### src/rtl/vcache_hash_function.sv
// vcache_hash_function: registered split of a block address into vcache bank (i mod banks_p) and index (i / banks_p)
module vcache_hash_function #(
    parameter int banks_p = 8,
    parameter int width_p = 10,
    parameter int vcache_sets_p = 64,
    localparam int bank_width_lp = (banks_p == 1) ? 1 : $clog2(banks_p),
    localparam int index_width_lp = $clog2(((2 ** width_p) + banks_p - 1) / banks_p)
) (
    input  logic                      clk_i,
    input  logic                      reset_i,
    input  logic                      v_i,
    input  logic [width_p-1:0]        i,
    output logic                      v_o,
    output logic [bank_width_lp-1:0]  bank_o,
    output logic [index_width_lp-1:0] index_o
);
    localparam bit pow2_lp = (banks_p >= 2) && ((banks_p & (banks_p - 1)) == 0);
    localparam int third_lp = banks_p / 3;
    localparam bit tri_lp = (banks_p >= 3) && (banks_p % 3 == 0) && ((third_lp & (third_lp - 1)) == 0);
    localparam int k_lp = (third_lp <= 1) ? 0 : $clog2(third_lp);

    if (!pow2_lp && !tri_lp) begin : g_bad_banks
        $error("vcache_hash_function: banks_p=%0d is neither 2^k (k>=1) nor 3*2^k", banks_p);
    end
    if ((2 ** width_p) < banks_p) begin : g_bad_width
        $error("vcache_hash_function: 2^width_p (width_p=%0d) is smaller than banks_p=%0d", width_p, banks_p);
    end
    if ((vcache_sets_p < 1) || ((vcache_sets_p & (vcache_sets_p - 1)) != 0)) begin : g_bad_sets
        $error("vcache_hash_function: vcache_sets_p=%0d is not a power of two", vcache_sets_p);
    end

    logic [bank_width_lp-1:0]  bank_c;
    logic [index_width_lp-1:0] index_c;

    if (pow2_lp) begin : g_pow2
        assign bank_c  = i[bank_width_lp-1:0];
        assign index_c = index_width_lp'(i[width_p-1:bank_width_lp]);
    end else if (tri_lp) begin : g_tri
        // Low k bits pass straight into the bank; only the upper part needs a divide by 3.
        logic [width_p-k_lp-1:0] hi;
        logic [1:0]              r3;
        assign hi      = i[width_p-1:k_lp];
        assign r3      = 2'(hi % 3);
        assign index_c = index_width_lp'(hi / 3);
        if (k_lp == 0) begin : g_k0
            assign bank_c = r3;
        end else begin : g_k
            assign bank_c = {r3, i[k_lp-1:0]};
        end
    end else begin : g_none
        assign bank_c  = '0;
        assign index_c = '0;
    end

    // Capture the hash only on valid inputs so idle (possibly X) addresses never reach the outputs.
    always_ff @(posedge clk_i or posedge reset_i) begin
        if (reset_i) begin
            v_o     <= 1'b0;
            bank_o  <= '0;
            index_o <= '0;
        end else begin
            v_o <= v_i;
            if (v_i) begin
                bank_o  <= bank_c;
                index_o <= index_c;
            end
        end
    end
endmodule

### config.mk
export PLATFORM = sky130hd
export DESIGN_NAME = vcache_hash_function
export DESIGN_NICKNAME = d
export VERILOG_FILES = /design/src/rtl/vcache_hash_function.sv
export SDC_FILE = /design/constraint.sdc
export NUM_CORES = 1
export LEC_CHECK = 0
export ABC_CLOCK_PERIOD_IN_PS = 1500
export BUFFER_PORTS_ARGS = -buffer_cell sky130_fd_sc_hd__buf_4
export CAP_MARGIN = 30
export CORE_AREA = 2 2 39 41
export DETAILED_ROUTE_END_ITERATION = 10
export DIE_AREA = 0 0 41 43
export GPL_ROUTABILITY_DRIVEN = 0
export PLACE_DENSITY_LB_ADDON = 0.08
export SLEW_MARGIN = 40
export SYNTH_ARGS = -nofsm -noshare
export SYNTH_HDL_FRONTEND = slang
export SYNTH_SLANG_ARGS = --single-unit
### constraint.sdc
create_clock -name clk_i -period 1.5 [get_ports clk_i]
set_input_delay 0.15 -clock clk_i [delete_from_list [all_inputs] [get_ports clk_i]]
set_output_delay 0.15 -clock clk_i [all_outputs]
set_load 0.01 [all_outputs]
# --- After elaboration in Yosys (flattened, before gate mapping) ---
# Cells that the tools add are included.
totals:
  reg_bits: 11
  input_bits: 13
  out_inout_bits: 11
  elab_cells: 3

# --- Depth between registers and ports, before layout ---
depth:
  depth_word: 0
  mapped_depth: 2

# --- Worst setup path before layout ---
# Ideal clock, no wire load.
synth_timing:
  path_type: "register -> register"
  startpoint: "register bank_o[0] (netlist name)"
  endpoint: "register bank_o[0]"
  setup_time_ns: 0.125
  t_arrival_ns: 0.654
  path_slack_ns: 0.721
  path_stages_with_launch: 2
  path_buffers: 0
  cell_sequence: "dfrtp_1 > mux2_4"
synth_rtl:
  columns: ["element", "line", "source"]
  rows:
  - ["to (signal assigned)", "64", "bank_o <= bank_c;"]
  - ["to (decl)", "14", "output logic [bank_width_lp-1:0] bank_o,"]

# --- Worst setup path in the final report ---
layout_timing:
  startpoint: "register index_o[0]"
  endpoint: "output port index_o[0]"
layout_rtl:
  columns: ["element", "line", "source"]
  rows:
  - ["from (decl)", "15", "output logic [index_width_lp-1:0] index_o"]
  - ["from (signal assigned)", "65", "index_o <= index_c;"]
# No word-level cell between the ends.

==> metrics.md <==
| Metric | Value |
|---|---|
| Worst-skew pair later-pin latency | 0.26 ns |
| CTS max path bufs | 2 |
| Synthesized area per cell | 19.1 µm² |
| GRT Util Overall | 0.114 |
| Status | complete, no violations |
| Crit path capture type | primary output |
| Setup violations, final | 0 |
| Remaining DRCs | 0 |
| Hold Path Class | in -> reg |
| Period utilisation layout | 0.635 |
| Worst setup path category | reg -> out |
| CTS tree | done |
| Fmax | 1.05 GHz |
| Placed Instances | 61 |
| First-pass GRT wire length | ~1300 µm |
| Max Fanout on Critical Path | 2 |
| Most frequent cells after synthesis | dfrtp_1, mux2_4, buf_6, inv_1 |
| Critical Path Source | index_o[0] |
| Pwr dens | between 1000 and 1500 nW/µm² |
| Routed WL | 822 µm |
| Placed Area | 622 µm² |
| Routed wire per std cell | 12.5 µm |
| Peak supply drop | 0.587 mV |
| Core box area | 1380 µm² |
| Vias in the first global route | 308 |
| Max-Cap Viols | 0 |
| Mapped Cells | 23 |
| Most common flop cell mapped by yosys | dfrtp_1 |
| Clock skew | 0 ns |
| Fraction of layout cells with a size suffix above 1 | 0.720 |
| Worst Hold Depth | 2 |
| Minimum clock period | 0.952 ns |
| Clock slew at reported path FFs | 0.07 ns |
| Hold path start | i[6] |
| Largest net degree at the start of global routing | 12 |
| Register area share after synthesis | 0.625 |
| Antenna diodes | 0 |
| R2r worst-path depth | 1 |
| Critical path depth in cells | 1 |
| Post-route cell area | between 600 and 700 µm² |
| H-tree Lvls | 1 |
| DIE AREA | 1760 µm² |
| Worst slew pin tran | around 0.38 ns |
| Syn_nets | 36 |
| Slew headroom | 0.745 |
| Vias per Instance | 4.32 |
| Io pins | 24 |
| Hold Vio Cnt, Final | 0 |
| RSZ-0062 raised after global routing | no |
| Num CTS Buffers | 3 |
| Top-count cell post-synth | dfrtp_1 |
| PostCTS Resize Cnt | 0 |
| Yosys top cell by area | dfrtp_1 |
| Yosys cell types | 4 |
| Number of vias in the routed layout | approximately 290 |
| Slowest stage delay, CP | 0.39 ns |
| CP Buf/Inv Count | 1 |
| Synth Register Bits | 11 |
| Synth Cell Area | 440 µm² |
| CP top delay family | flip-flops |
| Layout fillers | 123 |
| Startpoint types | flip-flop |
| Site Rows | 14 |
| Post-synth EDFFs | 0 |
| Die Wd | around 41 µm |
| Slowest cell on crit path | dfrtp_1 |
| Critical R2R Launch | index_o[0] |
| WP data arrival | ~0.80 ns |
| Area share of the largest cell type after synthesis | 0.625 |
| Post-DRT Antenna Nets | 0 |
| Non-Filler Instances | 66 |
| Setup_tns | 0 ns |
| Layout Area Growth over Synthesis | 49.4% |
| Slew Viols, Final | 0 |
| Synth Warn # | 0 |
| Die height | 43 µm |
| 1st-pass router iterations | 2 |
| Number of port buffers | 23 |
| Final design utilization | 0.476 |
| Crit path cell chain | buf_4 |
| Ys async rst share | 1.00 |
| Synth top area cells | dfrtp_1, mux2_4, buf_6, inv_1 |
| Post-CTS setup buffers | 0 |
| Clock sinks | 11 |
| Initial DRC Count | 3 |
| Total Nets Final | 64 |
| Total grt overflow | 0 |
| CTS root buf | clkbuf_4 |
| Leak | between 0.3 and 0.4 nW |
| Worst EP required | around 1.4 ns |
| Starting density of the core | 0.318 |
| Initial antenna violation count | 0 |
[per-layer routing]
layer  up-vias  track usage  routed length (µm)
met4         0       0.0800                  23
met3         4       0.0314                  78
met2        17        0.175                 386
met1       134        0.129                 334
li1        130            -                   -
met5         -            0                   0
[final timing paths]
kind	slack (ns)	end
max in group asynchronous	0.81	bank_o[0]
min in group asynchronous	0.41	bank_o[1]
min	0.11	index_o[3]
max	0.55	index_o[0]
min reg2reg	0.51	index_o[6]
max reg2reg	0.72	index_o[0]
[cell type report]
type                            instances  area, µm²  share of cell area
Sequential cell                        11        275               0.418
Timing Repair Buffer                   24        183               0.278
Multi-Input combinational cell         10        150               0.228
Clock buffer                            4       26.3              0.0399
Tap cell                               16       20.0              0.0304
Inverter                                1       3.75             0.00570
[registers in the layout, indices dropped and copies added, names as in the netlist]
| register | count |
|---|---|
| v_o | 1 |
| index_o | 7 |
| bank_o | 3 |
[metrics by stage]
| stage | total power [mW] | hold WS [ns] | worst slack [ns] |
|---|---|---|---|
| after CTS | 0.689 | 0.103 | 0.542 |
| after global routing | 0.720 | 0.0964 | 0.510 |
| final | 0.678 | 0.108 | 0.548 |
| after floorplan | 0.415 | 0.00244 | 0.721 |
| after detailed placement | 0.491 | 0.158 | 0.682 |
| after global placement | 0.486 | 0.159 | 0.708 |
[placed cells by master (no fill, tap or decap), drive strengths merged]
| cell | netlist | layout |
|---|---|---|
| mux2 | 10 | 10 |
| clkbuf | 0 | 4 |
| dlygate4sd3 | 0 | 1 |
| buf | 1 | 23 |
| inv | 1 | 1 |
| dfrtp | 11 | 11 |
[cell families (layout without fill, tap and decap cells)]
group                  after synthesis  in the layout  share of synthesized area
flip-flops                          11             11                      0.625
multiplexers                        10             10                      0.341
buffers and inverters                2             29                     0.0341
[where the power goes]
| group | switching [mW] | leakage (nW) | total [mW] | internal [mW] |
|---|---|---|---|---|
| clock | 0.0898 | 0.0150 | 0.192 | 0.103 |
| combinational | 0.0499 | 0.202 | 0.145 | 0.0949 |
| sequential | 0.0156 | 0.129 | 0.341 | 0.325 |
[repair_timing]
action / 4_1_cts / 5_1_grt
hold buffers: 1 / 0
endpoints found under the setup margin: 0 / 0
endpoints found under the hold margin: 11 / 0
Note: power is estimated with default switching activity, not from simulation.
